### config.mk
export PLATFORM = sky130hd
export DESIGN_NAME = branch_resolve_unit
export DESIGN_NICKNAME = d
export VERILOG_FILES = /design/src/rtl/core_pkg.sv /design/src/rtl/branch_stat_ctr.sv /design/src/rtl/branch_resolve_unit.sv
export SDC_FILE = /design/constraint.sdc
export NUM_CORES = 1
export LEC_CHECK = 0
export CAP_MARGIN = 20
export CORE_MARGIN = 10
export CORE_UTILIZATION = 48
export CTS_CLUSTER_DIAMETER = 30
export CTS_CLUSTER_SIZE = 16
export DETAILED_ROUTE_END_ITERATION = 10
export PLACE_DENSITY_LB_ADDON = 0.1
export SYNTH_ARGS = -nofsm -noshare
export SYNTH_HDL_FRONTEND = slang
export SYNTH_SLANG_ARGS = --single-unit
### constraint.sdc
create_clock -name clk -period 3.5 [get_ports clk]
set_input_delay 0.525 -clock clk [delete_from_list [all_inputs] [get_ports clk]]
set_output_delay 0.525 -clock clk [all_outputs]
set_load 0.005 [all_outputs]
### src/rtl/core_pkg.sv
// rtl/core_pkg.sv - shared front-end/EX types for branch prediction and resolution
package core_pkg;

   localparam int XLEN       = 32;
   localparam int INST_BYTES = 4;

   typedef enum logic {
      IDLE  = 1'b0,
      FLUSH = 1'b1
   } state_t;

   // Prediction made at fetch and carried down the pipeline with the instruction
   typedef struct packed {
      logic            taken;
      logic [XLEN-1:0] target;
   } br_pred_t;

endpackage

### src/rtl/branch_stat_ctr.sv
// rtl/branch_stat_ctr.sv - saturating statistics up-counter with enable
module branch_stat_ctr #(
   parameter int CNT_W = 32
) (
   input  logic             clk,
   input  logic             rst,
   input  logic             i_en,
   output logic [CNT_W-1:0] o_cnt
);

   logic [CNT_W-1:0] r_cnt;

   // Sticks at all-ones so a long run never reports a misleadingly small count
   always_ff @(posedge clk) begin
      if (rst) begin
         r_cnt <= '0;
      end else if (i_en && (r_cnt != {CNT_W{1'b1}})) begin
         r_cnt <= r_cnt + CNT_W'(1);
      end
   end

   assign o_cnt = r_cnt;

endmodule

### src/rtl/branch_resolve_unit.sv
// rtl/branch_resolve_unit.sv - EX-stage branch check, redirect/flush and predictor training
module branch_resolve_unit
   import core_pkg::*;
#(
   parameter int FLUSH_CYCLES = 2,
   parameter int CNT_W        = 32
) (
   input  logic             clk,
   input  logic             rst,
   input  logic             ex_valid,
   input  logic             ex_is_br,
   input  logic [XLEN-1:0]  ex_pc,
   input  logic             ex_pred_taken,
   input  logic [XLEN-1:0]  ex_pred_target,
   input  logic             ex_taken,
   input  logic [XLEN-1:0]  ex_target,
   output logic             redirect,
   output logic [XLEN-1:0]  redirect_pc,
   output logic             flush,
   output logic             upd_valid,
   output logic [XLEN-1:0]  upd_pc,
   output logic             upd_taken,
   output logic [XLEN-1:0]  upd_target,
   output logic [CNT_W-1:0] cnt_branch,
   output logic [CNT_W-1:0] cnt_mispred
);

   br_pred_t        w_pred;
   state_t          r_state;
   state_t          w_next_state;
   logic [3:0]      r_flush_cnt;
   logic [3:0]      w_flush_cnt_next;
   logic            w_resolve;
   logic            w_mis;
   logic            w_redirect_now;
   logic [XLEN-1:0] w_correct_pc;

   logic            r_redirect;
   logic [XLEN-1:0] r_redirect_pc;
   logic            r_upd_valid;
   logic [XLEN-1:0] r_upd_pc;
   logic            r_upd_taken;
   logic [XLEN-1:0] r_upd_target;

   assign w_pred.taken  = ex_pred_taken;
   assign w_pred.target = ex_pred_target;

   // Anything presented while flushing is on the wrong path and is ignored
   assign w_resolve = ex_valid & ex_is_br & (r_state == IDLE);

   // Predicted target only matters when both sides agree the branch is taken
   assign w_mis = (w_pred.taken != ex_taken) |
                  (w_pred.taken & ex_taken & (w_pred.target != ex_target));

   assign w_correct_pc   = ex_taken ? ex_target : ex_pc + XLEN'(INST_BYTES);
   assign w_redirect_now = w_resolve & w_mis;

   always_ff @(posedge clk) begin
      if (rst) begin
         r_state     <= IDLE;
         r_flush_cnt <= '0;
      end else begin
         r_state     <= w_next_state;
         r_flush_cnt <= w_flush_cnt_next;
      end
   end

   always_comb begin
      w_next_state     = r_state;
      w_flush_cnt_next = r_flush_cnt;
      case (r_state)
         IDLE: begin
            if (w_redirect_now) begin
               w_next_state     = FLUSH;
               w_flush_cnt_next = 4'(FLUSH_CYCLES - 1);
            end
         end
         FLUSH: begin
            if (r_flush_cnt == 4'd0) begin
               w_next_state = IDLE;
            end else begin
               w_flush_cnt_next = r_flush_cnt - 4'd1;
            end
         end
         default: w_next_state = IDLE;
      endcase
   end

   always_ff @(posedge clk) begin
      if (rst) begin
         r_redirect    <= 1'b0;
         r_redirect_pc <= '0;
         r_upd_valid   <= 1'b0;
         r_upd_pc      <= '0;
         r_upd_taken   <= 1'b0;
         r_upd_target  <= '0;
      end else begin
         r_redirect  <= w_redirect_now;
         r_upd_valid <= w_resolve;
         if (w_redirect_now) begin
            r_redirect_pc <= w_correct_pc;
         end
         if (w_resolve) begin
            r_upd_pc    <= ex_pc;
            r_upd_taken <= ex_taken;
         end
         // Not-taken branches leave the BTB target alone
         if (w_resolve && ex_taken) begin
            r_upd_target <= ex_target;
         end
      end
   end

   branch_stat_ctr #(
      .CNT_W (CNT_W)
   ) u_cnt_branch (
      .clk   (clk),
      .rst   (rst),
      .i_en  (w_resolve),
      .o_cnt (cnt_branch)
   );

   branch_stat_ctr #(
      .CNT_W (CNT_W)
   ) u_cnt_mispred (
      .clk   (clk),
      .rst   (rst),
      .i_en  (w_redirect_now),
      .o_cnt (cnt_mispred)
   );

   assign redirect    = r_redirect;
   assign redirect_pc = r_redirect_pc;
   assign flush       = (r_state == FLUSH);
   assign upd_valid   = r_upd_valid;
   assign upd_pc      = r_upd_pc;
   assign upd_taken   = r_upd_taken;
   assign upd_target  = r_upd_target;

endmodule

==> run summary <==
The share of synthesized flip-flops with an asynchronous set or reset came out at 0. Summing over every cut layer, the via total after detailed routing is 8032. For the wire length of the first global-routing pass, the log shows 41600 um. The net count after synthesis came out at 1120. Once detailed placement completed, the half-perimeter wirelength came to 19900 um.

In this run the clock root is driven by a sky130_fd_sc_hd__clkbuf_16. TritonCTS built the clock tree. The final critical-path share of the clock period works out to 0.806.

The post-CTS setup-driven buffer insertion count was 0; the data arrival at the endpoint of the critical path was 3.09 ns. The final layout contains 1359 nets. The area of the multi-input gates came out at 4330 um2.

Counting distinct cell types in the post-synthesis netlist gives 49. The clock drives 168 sinks. The floorplan step set the die width to 149 um. The final weighted congestion in routability-driven placement came out at 0.862.

Timing would allow up to 355 MHz. The post-synthesis share of cell area spent on and, or, nand and nor gates was 0.285; the largest clock skew in the final design was 0.00871 ns. The run finished with clean final reports.

The mean number of vias per cell came out at 5.41. The run gives 0 as the DRC violations left. For the pin with the worst max-slew slack, the measured transition is 0.880 ns. After the first detailed-routing iteration, the DRC count stood at 557. For the worst setup path, the data required time is 3.77 ns. The compound-cell area share of the yosys netlist was 0.131.

For the maximum number of pins on one net before global-route repair, the log shows 85. The share of layout cells above drive strength 1 was 0.0569. During I/O placement, the number of pins put on the boundary was 266. The tightest hold path in the finished design has a slack of 0.452 ns. The run gives 0.486 as the initial core utilization.

The flip-flop and latch count after synthesis came out at 168. The main combinational cell family by area after synthesis was simple AND/OR/NAND/NOR gates. Power spread over the standard cell area amounts to 399 nW/um2.

The share of synthesized cell area in full adder, half adder and majority cells came out at 0.00785. The tools report the static leakage as 3.88 nW. The tools report the number of nets with antenna violations after routing as 0. After floorplanning, the core was sized to cover 16400 um2.

The hold-fix buffer count after cts came out at 0. The path class of the tightest hold or removal check is reg2reg. The layout has 1364 filler cells. IR analysis of the VDD net gives a maximum drop of 372 uV.

After detailed routing, the average wire length per cell comes to 18.0 um. The vertical die dimension works out to 149 um. Count of synthesis-stage warnings from yosys: 0. Counting the buffers created by CTS gives 17. Maximum buffer depth of the clock tree: 2. The type of the setup path with the least slack is in2reg.

Max-cap violations in this run came to 0. The synthesized netlist occupies a cell area of 7970 um2. The leading register cell type out of synthesis was sky130_fd_sc_hd__dfxtp_1. For the number of hold violations in the final report, the log shows 0. The later pin in the worst-skew pair is clocked with a latency of 0.42 ns.

The mux contribution to synthesized area was 0.0220; the synthesized area per cell was 7.86 um2. The overflow left after global routing was 0. The post-layout minimum cycle time is 2.82 ns. The run gives 0 as the post-cts sizing count. The run gives 0.413 as the headroom to the max-slew limit. The synthesized instance count was 1013; the number of max-slew violations in the final report was 0.

The parity-gate share of the synthesized area counting xor and xnor cells works out to 0.0956. The port buffer count is 265. Summing all flip-flop and latch instances after layout gives 3360 um2.

The floorplan has 47 rows. The worst setup path is launched from an input pin. The biggest fanout along the worst timing path was 5. The clock transition time at the flip-flop clock pins of the worst setup and hold paths was 0.07 ns. The sum of negative setup slack was 0 ns; the number of enable-type register cells in the synthesized netlist was 0. STA classifies the critical path endpoint as a flop. The detailed-route wire length was 26800 um. From synthesis to final layout, the design area changed by 43.4%. The logs give 0.235 for the total global routing track utilization and 0 for the initial antenna violation count.

The final setup violation count came out at 0. The tools report the sequential cell area fraction in the yosys report as 0.422. The run gives 4 as the count of H-tree levels built during CTS. Setup repair after global routing left no endpoint under its margin. The run gives 22100 um2 as the die area. For this run, the detailed router's first-pass iteration total came to 5. The number of global-route vias before repair came out at 7655.
[final cells by class]
| type | count | area share |
|---|---|---|
| multi-input cells | 771 | 0.379 |
| flip-flops and latches | 168 | 0.294 |
| repair buffers | 282 | 0.245 |
| clock buffers | 21 | 0.0412 |
| well taps | 220 | 0.0241 |
| clock inverters | 11 | 0.0128 |
| inverters | 12 | 0.00394 |
| diodes | 1 | 0.000219 |
[routing by layer]
| metal | wire [um] | GRT usage | vias to the layer above |
|---|---|---|---|
| met2 | 12700 | 0.383 | 290 |
| met5 | 0 | 0 | - |
| met3 | 2400 | 0.0813 | 45 |
| met1 | 10800 | 0.279 | 3732 |
| met4 | 801 | 0.0918 | 0 |
| li1 | - | - | 3965 |
[placed cells by master, fill, tap and decap left out, drive strengths merged, types with 9 or more instances in the layout]
cell           Yosys  layout
clkdlybuf4s50      0     263
nand2            229     229
dfxtp            168     168
a21oi            114     114
nor2              74      74
xnor2             58      58
nand3             36      36
o21ai             33      33
nand4             32      32
xor2              29      29
clkbuf            50      21
buf               12      19
or4               18      18
nor4              17      17
o31ai             15      15
inv               12      12
nor2b             12      12
mux2              12      12
and3              11      11
nor3              11      11
and4               9       9
[worst max-delay path, cell delays in order]
cell and delay [ns]:
sky130_fd_sc_hd__clkdlybuf4s50_1 0.58, sky130_fd_sc_hd__ha_1 0.26, sky130_fd_sc_hd__nand4_1 0.12, sky130_fd_sc_hd__or4_1 0.70
sky130_fd_sc_hd__nor2_1 0.31, sky130_fd_sc_hd__and3_1 0.21, sky130_fd_sc_hd__xor2_1 0.06, sky130_fd_sc_hd__o211ai_1 0.22
sky130_fd_sc_hd__a21oi_1 0.09
[power breakdown]
part / total, mW / internal [mW] / switching (mW)
Sequential: 2.00 / 1.97 / 0.0326
Clock: 1.96 / 1.18 / 0.777
Combinational: 0.594 / 0.300 / 0.295
[registers in the layout, indices dropped and copies added, names as in the netlist]
signal / cells
flush: 1
upd_target: 32
u_cnt_mispred.o_cnt: 32
upd_valid: 1
u_cnt_branch.o_cnt: 32
r_flush_cnt: 4
upd_taken: 1
redirect_pc: 32
upd_pc: 32
redirect: 1
[through the flow]
step	instances	util	cell area, um2	power, mW	setup slack, ns
floorplan	1013	-	7970	2.28	1.16
global route	1485	0.696	11400	4.70	0.491
detailed placement	1453	0.659	10800	2.64	0.255
CTS	1485	0.696	11400	4.59	0.708
global placement	1453	0.659	10800	2.63	0.272
finish	1486	0.696	11400	4.55	0.680
[Yosys cell counts, drive strengths merged (2+ instances only)]
master	count	area share
a211oi	3	0.0028
a21o	2	0.0019
a21oi	114	0.072
a22o	7	0.0077
and2	6	0.0047
and3	11	0.0093
and4	9	0.0099
buf	12	0.0071
clkbuf	50	0.024
dfxtp	168	0.42
ha	5	0.0079
inv	12	0.0057
mux2	12	0.017
mux2i	4	0.0050
nand2	229	0.11
nand2b	6	0.0047
nand3	36	0.023
nand3b	3	0.0028
nand4	32	0.026
nor2	74	0.035
nor2b	12	0.0094
nor3	11	0.0090
nor3b	2	0.0019
nor4	17	0.014
o211ai	4	0.0038
o21ai	33	0.021
o31a	2	0.0022
o31ai	15	0.014
o41ai	3	0.0033
or3	7	0.0055
or4	18	0.017
or4b	2	0.0025
xnor2	58	0.064
xor2	29	0.032
[worst paths after layout]
path | startpoint | to | slack, ns | cells past startpoint
max | ex_pc[2] | redirect_pc[26]$_SDFFE_PP0P_ | 0.68 | 9
min | redirect_pc[18]$_SDFFE_PP0P_ | redirect_pc[18]$_SDFFE_PP0P_ | 0.45 | 2
max reg2reg | u_cnt_mispred.o_cnt[2]$_SDFFE_PP0P_ | u_cnt_mispred.o_cnt[22]$_SDFFE_PP0P_ | 0.94 | 8
min reg2reg | redirect_pc[18]$_SDFFE_PP0P_ | redirect_pc[18]$_SDFFE_PP0P_ | 0.45 | 2
[logic make-up (layout without fill, tap and decap cells)]
family,count (synthesis),in the layout
AO/OA/AOI/OAI,186,186
XOR/XNOR,87,87
adder cells (fa/ha/maj),5,5
buffers and inverters,74,326
flip-flops,168,168
multiplexers,16,16
other,0,1
AND/OR/NAND/NOR,477,477
Note: power is estimated with default switching activity, not from simulation.
==> edit (same flow settings) <==
Put a register stage on the output `cnt_mispred`, with the module's reset. The value now appears one clock later. The other outputs are not delayed to match.
--- a/src/rtl/branch_resolve_unit.sv
+++ b/src/rtl/branch_resolve_unit.sv
@@ -26,2 +26,4 @@
 );
+
+   logic [CNT_W-1:0] cnt_mispred_d;
 
@@ -128,3 +130,3 @@
       .i_en  (w_redirect_now),
-      .o_cnt (cnt_mispred)
+      .o_cnt (cnt_mispred_d)
    );
@@ -139,2 +141,10 @@
 
+   always_ff @(posedge clk) begin
+      if (rst) begin
+         cnt_mispred <= '0;
+      end else begin
+         cnt_mispred <= cnt_mispred_d;
+      end
+   end
+
 endmodule
Behaviour: not the same (a bounded check fails within 4 cycles, from zero or initial values and one cycle with rst high).
==> edit against the original RTL <==
Sequential cell count is 32 higher; largest cell class unchanged; die area increased by 8.5%; total power rose by 8.8%; synthesized area increased by 9.9%; synthesized cell count grew 4.2%; design area is 6.6% higher; setup slack improved by 0.024 ns; critical path depth did not move; highest routed layer is now met5; largest power group unchanged; wire length grew 5.5%; sequential share of layout area is 3.4 points higher.
==> edit: results (changes against the original RTL) <==
| Metric | Value |
|---|---|
| Status | `completed` |
| First-pass GRT wire length | `44.4 mm (+6.9%)` |
| Tot GR Track Use | `22.8% (-0.73 points)` |
| Setup WS pre-CTS | `0.343 ns (+0.0875 ns)` |
| Clock Tree Buf Depth | `2 (unchanged)` |
| DR WL met2 | `13.6 mm (+6.4%)` |
| Vias in the first global route | `8032 (+4.9%)` |
| Met1 usage in global routing | `26.6% (-1.3 points)` |
| Synth cell count leaders | `nand2_1 (238), dfxtp_1 (200), a21oi_1 (102), nor2_1 (77), xor2_1 (75)` |
| Worst clock skew | `0.0178 ns (+0.00912 ns)` |
| Crit Path Max Fanout | `32 (+27)` |
| Clock-pin transition on the worst setup and hold timing paths | `0.08 ns` |
| TritonRoute pass-1 iters | `5 (unchanged)` |
| Clk_lat worst skew | `0.44 ns (+0.02 ns)` |
| Htree depth | `4 (unchanged)` |
| Total setup buffers inserted after CTS | `0 (unchanged)` |
| Met3 Use GR | `9.24% (+1.1 points)` |
| Leakage | `4.34 nW (+12%)` |
| Slowest stage delay, CP | `0.46 ns (-0.24 ns)` |
| VDD IR-drop max | `0.350 mV (-5.7%)` |
| Post-synthesis compound-gate area fraction | `10.6% (-2.5 points)` |
| Post-Synth Adder-Cell Area | `0.715% (-0.071 points)` |
| Detail Route met3 WL | `2.46 mm (+2.3%)` |
| Vias | `8249 (+2.7%)` |
| WL/cell | `18.4 um (+1.8%)` |
| Slew @ Worst Pin | `0.901 ns (+0.0212 ns)` |
| DP HPWL | `21.2 mm (+6.6%)` |
| Post-CTS Resized | `0 (unchanged)` |
| Synth async-reset ratio | `0% (unchanged)` |
| CP max-delay cell | `clkdlybuf4s50_1` |
| CTS buffer count | `17 (unchanged)` |
| Share of layout cells above drive strength 1 | `6.41% (+0.72 points)` |
| Initial antenna violation count | `1 (+1)` |
| Min-delay worst type | `register to register` |
| Gpl congestion | `0.874 (+1.4%)` |
| YS warnings | `0 (unchanged)` |
| Sequential area share after synthesis | `45.7% (+3.5 points)` |
| Synthesized Nets | `1163 (+3.8%)` |
| Fill cells | `1522 (+12%)` |
| Wire length on met1 | `11.8 mm (+8.6%)` |
| Nets | `1405 (+3.4%)` |
| Port bufs | `265 (unchanged)` |
| Largest net degree at the start of global routing | `118 (+39%)` |
| Primary FF master, synth | `dfxtp_1` |
| Synth area leaders | `dfxtp_1 (46%), nand2_1 (10%), xor2_1 (7.5%), a21oi_1 (5.8%), nor2_1 (3.3%)` |
| Crit path DAT | `3.12 ns (+0.03 ns)` |
| Met2 usage | `37.6% (-0.68 points)` |
| Mux contribution to synthesized area | `2.79% (+0.59 points)` |
| CTS Root Cell | `clkbuf_16` |
| Starting DRC count in detailed routing | `528 (-5.2%)` |
| Xor/xnor cell area share of the yosys netlist | `8.80% (-0.76 points)` |
| Post-synth cell types | `50 (+2.0%)` |
| Max Used Layer | `met5` |
| Diodes inserted | `0 (-1)` |
## edit: changes by cell type in the layout (fill, tap and decap cells not counted), sizes merged, moves of 9 or more
cell   change
nand2     +10
nor2b     +21
xnor2     -45
and3       +9
or4       -11
xor2      +46
a21oi     -11
dfxtp     +32
## edit: layout make-up
cell class | count | area share (%)
clock buffers | 21 | 3.78
well taps | 229 | 2.35
clock inverters | 11 | 1.13
multi-input cells | 793 | 36.9
flip-flops and latches | 200 | 32.9
repair buffers | 281 | 22.8
inverters | 5 | 0.154
## edit: path summary, 6_finish.rpt
kind         cells after the start                 endpoint  slack, ns              startpoint
min reg2reg                      2          redirect_pc[22]       0.45         redirect_pc[22]
min                              2          redirect_pc[22]       0.45         redirect_pc[22]
max                              9          redirect_pc[30]       0.70           ex_target[10]
max reg2reg                      7  u_cnt_mispred.o_cnt[14]       0.98  u_cnt_mispred.o_cnt[1]
## edit: critical path, delay by kind of cell
| family | cells | cell delay (ns) |
|---|---|---|
| AND/OR/NAND/NOR | 4 | 1.16 |
| XOR/XNOR | 1 | 0.20 |
| buffers and inverters | 2 | 0.66 |
| AO/OA/AOI/OAI | 2 | 0.57 |
## edit: where the power goes
part / leakage (nW) / internal (mW) / switching, mW / total, mW
Sequential: 1.62 / 2.33 / 0.0334 / 2.37
Combinational: 2.44 / 0.287 / 0.302 / 0.589
Clock: 0.282 / 1.11 / 0.895 / 2.00
## edit: through the flow
stage	instances	area, um2
finish	1540	12200
global route	1540	12200
CTS	1540	12200
detailed placement	1508	11600
global placement	1508	11600
floorplan	1056	8750
